`config.mk`:
```
export PLATFORM = sky130hd
export DESIGN_NAME = serial_bit_feeder
export DESIGN_NICKNAME = d
export VERILOG_FILES = /design/src/rtl/serial_bit_feeder.sv
export SDC_FILE = /design/constraint.sdc
export NUM_CORES = 1
export LEC_CHECK = 0
export CORE_MARGIN = 3
export CORE_UTILIZATION = 47
export DETAILED_ROUTE_END_ITERATION = 6
export PLACE_DENSITY = 0.73
export SYNTH_ARGS = -nofsm -noshare
export SYNTH_HDL_FRONTEND = slang
export SYNTH_SLANG_ARGS = --single-unit
```
`constraint.sdc`:
```
create_clock -name clk -period 2.1 [get_ports clk]
set_clock_uncertainty 0.05 [all_clocks]
set_input_delay 0.42 -clock clk [delete_from_list [all_inputs] [get_ports clk]]
set_output_delay 0.42 -clock clk [all_outputs]
set_load 0.05 [all_outputs]
```
`src/rtl/serial_bit_feeder.sv`:
```
// serial_bit_feeder
//   Parallel-to-serial feeder for the 1010 sequence detector. Accepts
//   WIDTH-bit words over a valid/ready handshake and emits them one bit per
//   clock. A one-entry holding buffer lets consecutive words stream without
//   an idle gap. The output sits at IDLE_BIT when there is nothing to shift.
//
// Parameters:
//   WIDTH     - bits per word (>= 2)
//   MSB_FIRST - 1: bit WIDTH-1 leaves first, 0: bit 0 leaves first
//   IDLE_BIT  - level on dout while no data is shifted
//
// Ports:
//   clk        in   clock
//   resetn     in   synchronous active-low reset
//   in_data    in   [WIDTH-1:0] word to serialize
//   in_valid   in   in_data is valid
//   in_ready   out  a word can be accepted this cycle
//   dout       out  serial bit (drives the detector din)
//   dout_valid out  dout carries a data bit
//   dout_last  out  dout is the final bit of its word
module serial_bit_feeder #(
  parameter int WIDTH     = 8,
  parameter bit MSB_FIRST = 1'b1,
  parameter bit IDLE_BIT  = 1'b0
) (
  input  logic             clk,
  input  logic             resetn,
  input  logic [WIDTH-1:0] in_data,
  input  logic             in_valid,
  output logic             in_ready,
  output logic             dout,
  output logic             dout_valid,
  output logic             dout_last
);

  localparam int IDX_W = (WIDTH > 2) ? $clog2(WIDTH) : 1;
  localparam logic [IDX_W-1:0] LAST_IDX = IDX_W'(WIDTH - 1);

  localparam logic [0:0] IDLE  = 1'b0;
  localparam logic [0:0] SHIFT = 1'b1;

  logic [0:0]       state, state_nxt;
  logic [WIDTH-1:0] word, word_nxt;
  logic [IDX_W-1:0] idx, idx_nxt;
  logic [WIDTH-1:0] hold_data, hold_data_nxt;
  logic             hold_valid, hold_valid_nxt;
  logic             ready_r;
  logic             dout_r, dout_valid_r, dout_last_r;
  logic             accept;

  // Selects the bit of a word presented at a given position in the stream.
  function automatic logic pick_bit(input logic [WIDTH-1:0] w,
                                    input logic [IDX_W-1:0] i);
    logic [IDX_W-1:0] k;
    k = MSB_FIRST ? (LAST_IDX - i) : i;
    return w[k];
  endfunction

  // The ready flop mirrors ~hold_valid; masking with resetn keeps the block
  // closed while reset is held and opens it on the first cycle after release.
  assign in_ready   = ready_r & resetn;
  assign accept     = in_valid & in_ready;
  assign dout       = dout_r;
  assign dout_valid = dout_valid_r;
  assign dout_last  = dout_last_r;

  always_comb begin
    state_nxt      = state;
    word_nxt       = word;
    idx_nxt        = idx;
    hold_data_nxt  = hold_data;
    hold_valid_nxt = hold_valid;
    case (state)
      IDLE: begin
        if (accept) begin
          word_nxt  = in_data;
          idx_nxt   = '0;
          state_nxt = SHIFT;
        end
      end
      SHIFT: begin
        if (idx == LAST_IDX) begin
          // Hold has priority over a same-cycle accept; when hold is full,
          // in_ready is low so the two never coincide.
          idx_nxt = '0;
          if (hold_valid) begin
            word_nxt       = hold_data;
            hold_valid_nxt = 1'b0;
          end else if (accept) begin
            word_nxt = in_data;
          end else begin
            state_nxt = IDLE;
          end
        end else begin
          idx_nxt = idx + 1'b1;
          if (accept) begin
            hold_data_nxt  = in_data;
            hold_valid_nxt = 1'b1;
          end
        end
      end
      default: begin
        state_nxt = IDLE;
        idx_nxt   = '0;
      end
    endcase
  end

  // Data registers: contents only matter while qualified by state/hold_valid.
  always_ff @(posedge clk) begin
    word      <= word_nxt;
    hold_data <= hold_data_nxt;
  end

  // Control and output registers: outputs are computed from the next state so
  // they leave the block straight from flops.
  always_ff @(posedge clk) begin
    if (!resetn) begin
      state        <= IDLE;
      idx          <= '0;
      hold_valid   <= 1'b0;
      ready_r      <= 1'b1;
      dout_r       <= IDLE_BIT;
      dout_valid_r <= 1'b0;
      dout_last_r  <= 1'b0;
    end else begin
      state        <= state_nxt;
      idx          <= idx_nxt;
      hold_valid   <= hold_valid_nxt;
      ready_r      <= ~hold_valid_nxt;
      dout_r       <= (state_nxt == SHIFT) ? pick_bit(word_nxt, idx_nxt) : IDLE_BIT;
      dout_valid_r <= (state_nxt == SHIFT);
      dout_last_r  <= (state_nxt == SHIFT) && (idx_nxt == LAST_IDX);
    end
  end

endmodule

```
==> flow_summary.json <==
{
  "synth_cell_types": 30,
  "worst_pin_slew_ns": 0.520,
  "rows": 16,
  "synthArstFlopShare_pct": 0,
  "synth_top_area_share_pct": 30.0,
  "drive_gt1_share_pct": 16.8,
  "start_util_pct": 51.8,
  "synth_edf_count": 8,
  "synth_nets": 109,
  "cellPowerDensity_mw_per_mm2": 734,
  "fin_nets": 133,
  "cp-start-kind": "register",
  "grt_pass1_vias": 870,
  "drt-total-wl_um": 2250,
  "finalNonFillerCells": 146,
  "final.period_utilization_pct": 95.0,
  "drt_first_pass_iters": 4,
  "pin_count": 15,
  "via_count": 877,
  "fin_area_mm2": 0.00133,
  "clock_latency_ns": 0.31,
  "status": "completed",
  "irDropWorstVdd_uv": 397,
  "wl_per_cell_um": 15.4,
  "antenna_found_initial": 0,
  "crit_required_ns": 2.25,
  "end_kind": "register",
  "wl_met3_um": 103,
  "synth_seq_cells": 24,
  "antenna_cells": 0,
  "finalSetupViolCount": 0,
  "hpwl_um": 1700,
  "final_cell_mix": "16 x dfxtp_1, 12 x clkdlybuf4s50_1, 11 x buf_4",
  "top_layer": "met4",
  "detailedRoute.firstIterationViolations": 27,
  "clock.fmax_ghz": 0.501,
  "yosysWarnings": 0,
  "fin_crit_ns": 2.00,
  "syn-cell-area_mm2": 0.00107,
  "synth.avg_cell_area_um2": 11.1,
  "grt_pass1_wl_um": 3810,
  "vias_per_cell": 6.01,
  "fillers": 176,
  "root_buffer": "clkbuf_4",
  "areaGrowthSynthToFinish_pct": 24.0,
  "io_buffers": 14,
  "placedCellCount": 142,
  "dieArea_mm2": 0.00288,
  "ant_nets": 0,
  "ys_seq_area_share_pct": 52.5,
  "path_max_fanout": 8,
  "drc": 0,
  "coreArea_mm2": 0.00206,
  "worstPathArrival_ns": 2.15,
  "synthTopCellsByArea": "dfxtp_1 30%, edfxtp_1 22%, a221o_1 5.6%, a32o_1 4.7%, o211ai_1 4.2%",
  "hp-class": "register to register",
  "ys.flop_type": "dfxtp_1",
  "die_y_um": 53.7,
  "overflow": 0,
  "cts_htree_levels": 1,
  "syn_inst": 96,
  "clock_sinks": 24,
  "relSlewSlack_pct": 65.2,
  "met1_length_um": 1090,
  "p_leak_uw": 0.000502,
  "hold_viol": 0,
  "multi_input_area_um2": 470,
  "final_common_cell": "dfxtp_1",
  "slew_viol_final": 0,
  "met2_length_um": 1020,
  "placed_cell_area_mm2": 0.00130,
  "grt_use_total_pct": 18.2,
  "gp_congestion": 0.809,
  "numCtsBuffers": 3,
  "cts.clk_slew.worst_paths_ns": 0.12,
  "crit_type": "register to register",
  "grt_max_degree": 14,
  "cts_tree": "done",
  "yosys.area.top_type": "dfxtp_1",
  "regArea_um2": 561,
  "clock_path_buffers": 2,
  "post_cts_buffers": 0,
  "maxCapViolations": 0,
  "die_x_um": 53.7
}
per-layer routing:
layer	track usage (%)	vias up
met5	0	-
met4	8.09	0
met3	3.05	4
met2	27.8	29
met1	25.0	416
li1	-	428
cells in the mapped netlist, types with 2 or more instances:
library cell,instances
dfxtp_1,16
edfxtp_1,8
a221o_1,6
nand2b_1,6
o211ai_1,6
a32o_1,5
nand2_1,5
and2_1,4
nand3_1,4
nor2b_1,4
inv_1,3
o22ai_1,3
a21oi_2,2
a32oi_1,2
buf_2,2
clkbuf_1,2
ha_1,2
nand4_1,2
o21bai_1,2
o221ai_1,2
final timing paths:
path | from | endpoint | slack, ns | depth (start not counted)
max reg2reg | idx[0] | dout | 0.10 | 7
min reg2reg | word[3] | word[3] | 0.48 | 2
max | idx[0] | dout | 0.10 | 7
min | word[3] | word[3] | 0.48 | 2
through the flow:
stage	util (%)	TNS, ns	hold slack (ns)	setup WS [ns]	power [µW]
floorplan	-	0	0.419	0.112	698
global placement	62.9	0	0.447	0.0414	776
detailed placement	62.9	0	0.449	0.00328	780
CTS	64.1	0	0.481	0.0269	978
global route	64.3	-0.00169	0.504	-0.00169	1010
finish	64.3	0	0.484	0.104	972
report_power, final:
| group | switching, µW | total (µW) | internal (µW) |
|---|---|---|---|
| Combinational | 105 | 212 | 107 |
| Sequential | 30.7 | 561 | 530 |
| Clock | 130 | 200 | 69.4 |
registers in the layout, indices dropped and copies added (netlist names):
signal and flops:
dout 1, dout_last 1, dout_valid 1, hold_data 8, hold_valid 1, idx 3
ready_r 1, word 8
what timing repair did:
action                                 4_1_cts  5_1_grt
resized for setup                            0        1
hold buffers                                 0        0
setup endpoints to repair                    0        1
endpoints found under the hold margin        0        0
area by class of cell:
| cell class | count | area share, % |
|---|---|---|
| Inverter | 3 | 0.850 |
| Timing Repair Buffer | 24 | 16.8 |
| Sequential cell | 24 | 42.3 |
| Multi-Input combinational cell | 64 | 35.5 |
| Clock buffer | 3 | 1.70 |
| Clock inverter | 1 | 0.283 |
| Tap cell | 27 | 2.55 |
worst max-delay path, stage by stage, from the launching register on:
cell      delay, ns
dfxtp_1        0.37
ha_1           0.21
ha_2           0.22
and2_4         0.20
a32o_1         0.26
a221o_1        0.28
o221ai_1       0.20
o22ai_1        0.10
kinds of logic after synthesis:
group                    synth area share (%)
AO/OA/AOI/OAI                            26.0
adder cells (fa/ha/maj)                  2.34
buffers and inverters                    3.75
flip-flops                               52.5
AND/OR/NAND/NOR                          15.5
Power figures use the tool's default switching activity.
